### src/rtl/pwm_pkg.sv
// pwm_pkg: shared types and duty scaling for the multi-channel PWM generator
package pwm_pkg;
  typedef enum logic {PWM_EDGE, PWM_CENTER} pwm_mode_e;
  // Keep the upper cnt_w bits of a duty_w-wide duty, or zero-extend a narrower one
  function automatic logic [31:0] scale_duty(input logic [31:0] d, input int duty_w, input int cnt_w);
    return (duty_w >= cnt_w) ? d >> (duty_w - cnt_w) : d;
  endfunction
endpackage

### src/rtl/pwm_kanal.sv
// pwm_kanal: one PWM channel with staged/shadowed duty, compare and output register
module pwm_kanal
  import pwm_pkg::*;
#(
  parameter int CNT_W  = 12,
  parameter int DUTY_W = 15,
  parameter bit INVERT = 1'b1
) (
  input  logic              clk1,
  input  logic              arst_n,
  input  logic              en,
  input  logic              duty_wr,
  input  logic              load,
  input  logic [DUTY_W-1:0] duty,
  input  logic [CNT_W-1:0]  cnt,
  output logic              pwm_iz
);
  logic [CNT_W-1:0] stg_q, stg_d, sh_q, sh_d;
  logic             raw_q, raw_d;
  always_comb begin
    stg_d = duty_wr ? CNT_W'(scale_duty(32'(duty), DUTY_W, CNT_W)) : stg_q;
    sh_d  = load ? stg_q : sh_q;
    raw_d = en & (cnt < sh_q);
  end
  always_ff @(posedge clk1 or negedge arst_n) begin
    if (!arst_n) begin
      stg_q <= '0;
      sh_q  <= '0;
      raw_q <= 1'b0;
    end else begin
      stg_q <= stg_d;
      sh_q  <= sh_d;
      raw_q <= raw_d;
    end
  end
  assign pwm_iz = raw_q ^ INVERT;
endmodule

### src/rtl/pwm_visekanalni.sv
// pwm_visekanalni: N-channel PWM with one shared edge/centre-aligned counter and
// double-buffered period, mode and duty that change only at a period boundary
module pwm_visekanalni
  import pwm_pkg::*;
#(
  parameter int N_CH   = 4,
  parameter int CNT_W  = 12,
  parameter int DUTY_W = 15,
  parameter bit INVERT = 1'b1
) (
  input  logic                   clk1,
  input  logic                   arst_n,
  input  logic                   en,
  input  logic                   mode,
  input  logic [CNT_W-1:0]       period,
  input  logic [N_CH*DUTY_W-1:0] duty,
  input  logic                   duty_wr,
  output logic                   upd_pending,
  output logic                   period_start,
  output logic [N_CH-1:0]        pwm_iz
);
  localparam logic [0:0]       ST_UP   = 1'b0;
  localparam logic [0:0]       ST_DOWN = 1'b1;
  localparam logic [CNT_W-1:0] ONE     = CNT_W'(1);
  logic [CNT_W-1:0] cnt_q, cnt_d, stg_p_q, stg_p_d, sh_p_q, sh_p_d, p_nx;
  pwm_mode_e        stg_m_q, stg_m_d, sh_m_q, sh_m_d;
  logic [0:0]       dir_q, dir_d;
  logic             pend_q, pend_d, ps_q, ps_d, boundary, load;
  always_comb begin
    boundary = (cnt_q == '0) && (dir_q == ST_UP);
    load     = ~en | (boundary & pend_q & ~duty_wr);
    stg_p_d  = duty_wr ? period : stg_p_q;
    stg_m_d  = duty_wr ? pwm_mode_e'(mode) : stg_m_q;
    sh_p_d   = load ? stg_p_q : sh_p_q;
    sh_m_d   = load ? stg_m_q : sh_m_q;
    pend_d   = duty_wr | (pend_q & ~load);
    ps_d     = en & boundary;
    // A period transferring in this boundary already governs the step out of cnt=0
    p_nx     = (boundary && load) ? stg_p_q : sh_p_q;
    cnt_d    = cnt_q;
    dir_d    = dir_q;
    if (!en) begin
      cnt_d = '0;
      dir_d = ST_UP;
    end else if (dir_q == ST_DOWN) begin
      cnt_d = cnt_q - ONE;
      dir_d = (cnt_q == ONE) ? ST_UP : ST_DOWN;
    end else if (cnt_q < p_nx) begin
      cnt_d = cnt_q + ONE;
    end else if (sh_m_q == PWM_EDGE || p_nx == '0) begin
      cnt_d = '0;
    end else begin
      cnt_d = p_nx - ONE;
      dir_d = (p_nx == ONE) ? ST_UP : ST_DOWN;
    end
  end
  always_ff @(posedge clk1 or negedge arst_n) begin
    if (!arst_n) begin
      cnt_q   <= '0;
      dir_q   <= ST_UP;
      stg_p_q <= '0;
      sh_p_q  <= '0;
      stg_m_q <= PWM_EDGE;
      sh_m_q  <= PWM_EDGE;
      pend_q  <= 1'b0;
      ps_q    <= 1'b0;
    end else begin
      cnt_q   <= cnt_d;
      dir_q   <= dir_d;
      stg_p_q <= stg_p_d;
      sh_p_q  <= sh_p_d;
      stg_m_q <= stg_m_d;
      sh_m_q  <= sh_m_d;
      pend_q  <= pend_d;
      ps_q    <= ps_d;
    end
  end
  for (genvar k = 0; k < N_CH; k++) begin : g_ch
    pwm_kanal #(.CNT_W(CNT_W), .DUTY_W(DUTY_W), .INVERT(INVERT)) u_kanal (
      .clk1    (clk1),
      .arst_n  (arst_n),
      .en      (en),
      .duty_wr (duty_wr),
      .load    (load),
      .duty    (duty[k*DUTY_W +: DUTY_W]),
      .cnt     (cnt_q),
      .pwm_iz  (pwm_iz[k])
    );
  end
  assign upd_pending  = pend_q;
  assign period_start = ps_q;
endmodule

### config.mk
export PLATFORM = sky130hd
export DESIGN_NAME = pwm_visekanalni
export DESIGN_NICKNAME = d
export VERILOG_FILES = /design/src/rtl/pwm_pkg.sv /design/src/rtl/pwm_kanal.sv /design/src/rtl/pwm_visekanalni.sv
export SDC_FILE = /design/constraint.sdc
export NUM_CORES = 1
export LEC_CHECK = 0
export CORE_MARGIN = 2
export CORE_UTILIZATION = 64
export DETAILED_ROUTE_END_ITERATION = 10
export DONT_BUFFER_PORTS = 1
export PLACE_DENSITY = 0.87
export SYNTH_ARGS = -nofsm -noshare
export SYNTH_HDL_FRONTEND = slang
export SYNTH_SLANG_ARGS = --single-unit
### constraint.sdc
create_clock -name clk1 -period 4.5 [get_ports clk1]
set_input_delay 0.675 -clock clk1 [delete_from_list [all_inputs] [get_ports clk1]]
set_output_delay 0.675 -clock clk1 [all_outputs]
set_load 0.05 [all_outputs]
# ---- After elaboration in Yosys (flattened, before gate mapping)
# Cells that the tools add are included.
dict set report word_totals {
  ram_bits 0
  rom_bits 0
  n_memories 0
  word_cells 65
  latch_bits 0
  register_bits 141
  output_inout_bits 6
  input_bits 77
}
dict set report op_classes {
  n_eq_ne 2
  bitwise 19
  order_cmp 5
  mux 11
  reduce_logical 5
  div 0
  multipliers 0
  add_sub_neg 3
  n_shift 0
}
# operator n
set op_table {}
lappend op_table {{$lt 12x12->1} 5}
lappend op_table {{$mux 12} 5}
lappend op_table {{$eq 12x1->1 const B} 2}
lappend op_table {{$logic_not 12->1} 2}
lappend op_table {{$sub 12x1->12 const B} 2}
lappend op_table {{$add 12x1->12 const B} 1}
lappend op_table {{$not 1->1} 9}
lappend op_table {{$and 1x1->1} 8}
lappend op_table {{$mux 1} 6}
lappend op_table {{$logic_and 1x1->1} 2}
lappend op_table {{$or 1x1->1} 2}
lappend op_table {{$logic_or 1x1->1} 1}

# ---- Logic depth before layout (Yosys ltp)
# Gate-level depths: netlist (run 1).
dict set report logic_depth {
  depth_word 13
  depth_mapped 19
  mapped_depth_nobuf 14
}

# ---- Modules after synthesis
# Synthesis (run 1) repeated with hierarchy kept, for this count alone.
dict set report hier_totals {
  hier_cells 746
  area_unflattened_um2 7764.9
}
# module seq_area_each_um2 cells_each area_per_inst_um2 n_inst
set modules_own_cells {}
lappend modules_own_cells {pwm_kanal 625.6 103 1167.4 4}
lappend modules_own_cells {pwm_visekanalni 1026.0 334 3095.5 1}

# ---- Least setup slack after synthesis (run 1)
# No wires, ideal clock.
dict set report synth_timing {
  kind {input to register}
  startpoint {in duty_wr}
  endpoint {reg cnt_q[5]}
  setup_time_ns 0.126
  n_path_buf 5
  t_arrival_ns 3.899
  cell_stages 16
  slack_ns 0.475
  t_required_ns 4.374
  path_cell_list {buf_2 > nor2b_1 > o2111a_2 > nand2_8 > buf_2 > buf_2 > mux2i_1 > ha_1 > or2_2 > o221a_1 > o2111a_1 > or3_1 > buf_2 > buf_6 > o2111a_1 > o311a_1}
}
dict set report synth_via {
  elab_chain_cells 11
  word_cells_on_any_way 13
  cone_classes {add/sub: 1; order compare: 1; mux: 5; bitwise: 3; reduce/logical: 3}
}
# element line
set synth_rtl {}
lappend synth_rtl {{from (decl)} pwm_visekanalni.sv:17} ;# input logic duty_wr,
lappend synth_rtl {{$not 1->1 (*)} pwm_visekanalni.sv:31} ;# load = ~en | (boundary & pend_q & ~duty_wr);
lappend synth_rtl {{$and 1x1->1 (*)} pwm_visekanalni.sv:31}
lappend synth_rtl {{$or 1x1->1 (*)} pwm_visekanalni.sv:31}
lappend synth_rtl {{$logic_and 1x1->1 (*)} pwm_visekanalni.sv:39} ;# p_nx = (boundary && load) ? stg_p_q : sh_p_q;
lappend synth_rtl {{$mux 12 (*)} pwm_visekanalni.sv:39}
lappend synth_rtl {{branches (longest 3 deep; another with $sub 12x1->12)} --}
lappend synth_rtl {{$mux 12 (*)} pwm_visekanalni.sv:48} ;# end else if (cnt_q < p_nx) begin
lappend synth_rtl {{$mux 12 (*)} pwm_visekanalni.sv:45} ;# end else if (dir_q == ST_DOWN) begin
lappend synth_rtl {{$mux 12 (*)} pwm_visekanalni.sv:42} ;# if (!en) begin
lappend synth_rtl {{via cnt_d[5]} pwm_visekanalni.sv:25} ;# logic [CNT_W-1:0] cnt_q, cnt_d, stg_p_q, stg_p_d, sh_p_q, sh_p_d, p_nx;
lappend synth_rtl {{to (signal assigned)} pwm_visekanalni.sv:68} ;# cnt_q <= cnt_d;
lappend synth_rtl {{to (decl)} pwm_visekanalni.sv:25}
# Mark *: on every way through the listed nets, which the timed path passes.
# A chain may end at the register's enable or synchronous reset.

# ---- Worst setup path after layout (run 1)
dict set report layout_timing {
  startpoint {reg cnt_q[10]}
  endpoint {reg cnt_q[3]}
}
dict set report layout_via {
  elab_chain_cells 13
  word_cells_on_any_way 15
  cone_classes {add/sub: 1; order compare: 1; mux: 5; bitwise: 3; reduce/logical: 5}
}
# element line
set layout_rtl {}
lappend layout_rtl {{branches (longest 10 deep; another with $sub 12x1->12)} --}
lappend layout_rtl {{$mux 12 (*)} pwm_visekanalni.sv:48}
lappend layout_rtl {{$mux 12 (*)} pwm_visekanalni.sv:45}
lappend layout_rtl {{$mux 12 (*)} pwm_visekanalni.sv:42}
lappend layout_rtl {{via cnt_d[3]} pwm_visekanalni.sv:25}
# Marks and branches as above.

==> results of run 1 <==
-- cell families (layout without fill, tap and decap cells) --
group           Yosys count  after routing  synth area share [%]
flops                   141            141                  46.4
fa+ha+maj                52             52                  8.56
compound gates          142            142                  12.7
mux                      94             94                  13.7
xor+xnor                 23             23                  2.65
simple gates            168            168                  10.8
buf+inv                  96            107                  5.24
-- worst min-delay path by stage --
stage / start / cells past startpoint / end
after global routing: arst_n / 1 / cnt_q[10]
final: arst_n / 1 / cnt_q[10]
after detailed placement: arst_n / 0 / cnt_q[10]
after global placement: arst_n / 0 / cnt_q[10]
after CTS: arst_n / 1 / cnt_q[10]
after floorplan: arst_n / 0 / cnt_q[0]
-- worst register-to-register path: stages (launching register included) --
cell      delay, ps
dfrtp_1         570
nor3_1          280
and2_2          290
nand2_8         180
mux2i_1         360
ha_1            330
nand3_1         140
nor3_1           60
a21oi_1         150
o41ai_1         120
o2111a_1        180
or3_1           360
buf_4           190
and3_1          160
o311a_1         330
-- area by class of cell --
type | count | area share, %
inverter | 57 | 2.55
clock buffer | 21 | 5.61
clock inverter | 10 | 1.91
multi-input combinational | 479 | 43.8
sequential | 141 | 42.0
timing repair buffer | 19 | 1.94
tap | 143 | 2.13
-- layout by cell type, fill, tap and decap left out, types with 3 or more instances in the layout --
master / n
a31oi_1: 4
mux2_2: 78
clkbuf_8: 3
nor2_1: 26
a21oi_1: 12
o311a_1: 5
a211o_1: 4
a31o_2: 4
o21ai_0: 59
nand4_1: 3
mux2i_1: 16
nand3_1: 18
nor3_1: 13
nand2_1: 70
clkbuf_16: 17
bufinv_16: 4
ha_1: 52
nand2b_1: 9
a21o_1: 22
inv_1: 56
dfrtp_1: 141
and3_1: 4
o211a_1: 3
buf_4: 18
xor2_1: 11
nor2b_1: 5
xnor2_1: 12
or3_1: 4
clkinv_2: 3
o31a_1: 4
-- metrics by stage --
stage | instance area, µm² | setup WS [ps] | utilization (%)
after floorplan | 7600 | 475 | -
after global placement | 7730 | 686 | 67.2
after detailed placement | 7730 | 622 | 67.2
after CTS | 8390 | 691 | 72.9
after global routing | 8390 | 488 | 72.9
final | 8390 | 694 | 72.9
-- power by group --
part	internal, mW	switching [mW]	leakage (nW)
sequential	1.45	0.115	1.70
combinational	0.370	0.503	2.15
clock	0.968	0.530	0.310
total	2.79	1.15	4.16
-- per-layer routing --
metal	track usage [%]	wire length (µm)	part of all wire, %
met5	0	0	0
met4	11.8	512	3.0
met3	5.84	922	5.4
met2	48.7	8520	49
met1	36.2	7260	42
-- what timing repair did --
action,CTS,global route
endpoints found under the hold margin,141,0
hold buffers,1,0
setup buffers,0,0
-- flip-flops by register name, summed over array words and instances, names as in the netlist --
register	cells
stg_p_q	12
cnt_q	12
dir_q	1
period_start	1
sh_m_q	1
sh_p_q	12
g_ch.u_kanal.stg_q	48
g_ch.u_kanal.raw_q	4
stg_m_q	1
upd_pending	1
g_ch.u_kanal.sh_q	48
==> flow_summary.yaml, run 1 <==
timing:
  max_freq_mhz: 263
  min_period_ps: 3810
  hold_viol: 0
  setup_viol: 0
  tns_ps: 0
  grt_setup_unrepaired: "no"
  tightestPinTransition_ps: 729
  worst_hold_slack_ps: 192
  maxSlewHeadroom_pct: 51.4
  skew_ps: 9.27
  drv_slew: 0
  min_period_over_period_pct: 84.6
die:
  fp.dieW_um: 113
  die_height_um: 113
  dieArea_um2: 12800
  start_util_pct: 66.0
  io_pins: 83
  design.core.area_um2: 11500
  rows: 39
drt:
  drc_errors: 5
  wl_per_cell_um: 19.8
  vias_per_cell: 6.15
  dr.pass1.iters: 9
  drt_iter0_drc: 425
  wirelength_um: 17200
  vias: 5351
  drtAntennaViolNets: 0
critical_path:
  critical_path_class: "flip-flop to flip-flop"
  r2r_cells: 14
  required_ps: 4800
  crit_fanout: 26
  rr_startpoint: "cnt_q[10]"
  cp-endpoint: "cnt_q[3]"
  cpMaxStageDelayCell: "dfrtp_1"
  r2r-end: "cnt_q[3]"
  cp_slowest_stage_delay_ps: 570
  setup.worst_path.start: "cnt_q[10]"
  worstPathCellList: "nor3_1 > and2_2 > nand2_8 > mux2i_1 > ha_1 > nand3_1 > nor3_1 > a21oi_1 > o41ai_1 > o2111a_1 > or3_1 > buf_4 > and3_1 > o311a_1"
  critPathTopFamily: "simple AND/OR/NAND/NOR gates"
  crit_top_cell: "nor3_1"
  path_buf_inv: 1
  cp-end-kind: "flip-flop"
  worst-path-stages: 14
  crit_path_start_kind: "flip-flop"
  crit_arrival_ps: 4110
  rrSetupSlack_ps: 690
placement:
  gp_congestion: 0.912
  dp_hpwl_um: 11300
  io_buffers: 0
  placed_cells: 838
final_layout:
  n_fill_cell: 783
  drive_above_1_share_pct: 19.7
  seqCellArea_um2: 3530
  finalNonFillerCells: 870
  num_antenna_cells: 0
  multi_input_area_um2: 3680
  syn_to_final_growth_pct: 10.5
  fin_nets: 844
yosys:
  syn-num-nets: 845
  ys_types: 64
  syn_area_um2: 7600
  ys_seq_elements: 141
  synth_top_area_share_pct: 46.4
  syn-instance-count: 716
  synth_top_area_cell: "dfrtp_1"
  yosysWarnings: 0
  synth_common_cells: "dfrtp_1 (141), mux2_2 (78), nand2_1 (70)"
  yosysMostFrequentCell: "dfrtp_1"
  synth.avg_cell_area_um2: 10.6
  synth_ff_type: "dfrtp_1"
  synth-edff-count: 0
  synth_seq_area_share_pct: 46.4
  async_reset_ff_share_pct: 100
  synth.top_cells.by_area: "dfrtp_1 (46%), mux2_2 (12%), ha_1 (8.6%)"
global_route:
  grt_usage_pct: 28.7
  antenna_found_initial: 0
  grt_pass1_vias: 5670
  grt_overflow: 0
  grt_max_degree: 142
  grt_pass1_wl_um: 28300
clocking:
  clk_pin_slew_worst_paths_ps: 60
  tritoncts: "done"
  ctsHtreeMaxLevel: 4
  clk_latency_ps: 430
  post_cts_resized: 0
  clock_sinks: 141
  cts_buffers: 17
  root_buffer: "clkbuf_16"
  clk_path_buf_depth: 2
min_path:
  hp-class: "input port to asynchronous set/reset pin"
pwr:
  power.leakage_nw: 4.16
  power_mw: 3.93
  p_per_area_nw_per_um2: 469
  max-vdd-ir-drop_mv: 0.509
status:
  failed_checks: "design-rule violations"
  status: "complete, but fails checks"
job:
  maxCapViolations: 0
No activity file was read; power rests on OpenSTA's default activity.
==> inputs of run 2 (changes only) <==
- clock period: 4.5 -> 3.8 ns (I/O delays scaled with it)
==> flow_summary.yaml, run 2 (same netlist as run 1, synthesis figures left out) <==
status:
  status: "complete, but fails checks"
  failed_checks: "design-rule violations, negative hold slack"
final_layout:
  seqCellArea_um2: 3530
  fin_nets: 846
  final_area_um2: 8380
  drive_above_1_share_pct: 19.8
  multi_input_area_um2: 3710
  final_cell_mix: "dfrtp_1 (141), mux2_2 (78), nand2_1 (70)"
  final_common_cell: "dfrtp_1"
  reg.largest.list: "g_ch.u_kanal.sh_q (48), g_ch.u_kanal.stg_q (48)"
  syn_to_final_growth_pct: 10.4
  final_core_util_pct: 72.8
  n_fill_cell: 800
clocking:
  cts_buffers: 17
  clk_path_buf_depth: 2
  root_buffer: "clkbuf_16"
  clk_pin_slew_worst_paths_ps: 60
  ctsHtreeMaxLevel: 4
  tritoncts: "done"
  clock_sinks: 141
  clk_latency_ps: 420
timing:
  max_freq_mhz: 281
  drv_slew: 0
  skew_ps: 11.2
  grt_setup_unrepaired: "no"
  min_period_over_period_pct: 93.5
  hold_viol: 141
  worst_hold_slack_ps: -160
  postLayoutSetupSlackWorst_ps: 246
  maxSlewHeadroom_pct: 58.0
  setup_viol: 0
  min_period_ps: 3550
  tightestPinTransition_ps: 612
  tns_ps: 0
drt:
  dr.pass1.iters: 9
  wirelength_um: 17200
  vias: 5405
  vias_per_cell: 6.20
  drtAntennaViolNets: 0
  drc_errors: 2
  drt_iter0_drc: 368
  wl_per_cell_um: 19.8
die:
  fp.dieW_um: 113
  design.core.area_um2: 11500
  start_util_pct: 66.0
  dieArea_um2: 12800
  io_pins: 83
  die_height_um: 113
  rows: 39
global_route:
  grt_overflow: 0
  grt_pass1_vias: 5718
  grt_usage_pct: 29.2
  grt_max_degree: 142
  grt_pass1_wl_um: 28800
  antenna_found_initial: 1
critical_path:
  worstPathCellList: "inv_1 > ha_1 > o2111a_2 > nand2_8 > mux2i_2 > ha_1 > nand3_1 > nor3_1 > a21oi_1 > o41ai_1 > o2111a_1 > or3_1 > buf_4 > and4_1 > o31a_1"
  crit_path_start_kind: "flip-flop"
  cp_slowest_stage_delay_ps: 450
  critPathTopFamily: "compound AO/OA/AOI/OAI gates"
  path_buf_inv: 2
  cpMaxStageDelayCell: "or3_1"
  cp-end-kind: "flip-flop"
  crit_fanout: 13
  crit_top_cell: "ha_1"
  critical_path_class: "flip-flop to flip-flop"
  required_ps: 4110
  crit_arrival_ps: 3860
placement:
  placed_area_um2: 7770
  gp_congestion: 0.897
  post-place-ws_ps: 149
  io_buffers: 0
  dp_hpwl_um: 11500
pwr:
  internal_power_mw: 3.23
  swShare_pct: 28.9
  p_per_area_nw_per_um2: 541
  p_sw_mw: 1.31
  pwr-share-clk_pct: 36.6
  p_seq_share_pct: 40.9
  pwr-share-comb_pct: 22.6
  power.leakage_nw: 4.14
  max-vdd-ir-drop_mv: 0.413
min_path:
  hp-class: "input port to asynchronous set/reset pin"
job:
  maxCapViolations: 0
-- run 2: changes by cell type in the layout (fill, tap and decap cells not counted), sizes merged --
cell	delta
clkinv	+1
clkinvlp	-1
buf	+2
bufinv	-1
inv	-2
clkbuf	+2
diode	+1
-- run 2: timing repair --
| item | 4_1_cts | 5_1_grt |
|---|---|---|
| hold endpoints to repair | 141 | 141 |
| setup buffers | 0 | 1 |
| gates resized for setup | 0 | 4 |
| endpoints found under the setup margin | 0 | 7 |
-- run 2: final cells by class --
type | count | share of cell area [%]
inverters | 57 | 2.55
clock buffers | 23 | 5.58
repair buffers | 21 | 2.03
multi-input cells | 479 | 44.2
flip-flops and latches | 141 | 42.1
diodes | 1 | 0.0298
well taps | 143 | 2.13
clock inverters | 7 | 1.36
-- run 2: power by group through the flow --
| stage | Sequential [mW] | Combinational (mW) | Clock (mW) |
|---|---|---|---|
| final | 1.85 | 1.02 | 1.66 |
| after global routing | 1.88 | 1.13 | 1.74 |
| after CTS | 1.85 | 1.01 | 1.67 |
| after detailed placement | 1.87 | 0.992 | 0 |
| after global placement | 1.86 | 0.939 | 0 |
| after floorplan | 1.84 | 0.790 | 0 |
-- run 2: path summary, 6_finish.rpt --
| check | startpoint | to | slack [ps] | depth (start not counted) |
|---|---|---|---|---|
| min in group clk1 | en | cnt_q[7] | 270 | 1 |
| min | arst_n | stg_p_q[2] | -160 | 0 |
| max reg2reg | cnt_q[1] | cnt_q[7] | 250 | 15 |
| min reg2reg | g_ch[2].u_kanal.stg_q[4] | g_ch[2].u_kanal.sh_q[4] | 480 | 2 |
| max | cnt_q[1] | cnt_q[7] | 250 | 15 |
| max in group asynchronous | arst_n | g_ch[1].u_kanal.stg_q[3] | 3710 | 0 |
-- run 2: metal layers --
metal	GRT usage, %	vias to the layer above	part of all wire (%)
met3	8.41	29	6.5
met2	48.2	174	50
li1	-	2514	-
met4	9.43	0	2.2
met1	37.4	2688	42
met5	0	-	0
-- run 2: per-stage QoR --
stage / total power [mW] / std cells
after floorplan: 2.63 / 716
after global placement: 2.80 / 840
after detailed placement: 2.86 / 840
after CTS: 4.53 / 870
after global routing: 4.75 / 872
final: 4.54 / 872
-- run 2: worst reg2reg max path, cell delays in order, from the launching register on --
cell and delay (ps):
dfrtp_1 370, inv_1 130, ha_1 200, o2111a_2 300, nand2_8 130, mux2i_2 240, ha_1 310, nand3_1 140
nor3_1 60, a21oi_1 140, o41ai_1 110, o2111a_1 160, or3_1 450, buf_4 220, and4_1 190, o31a_1 290
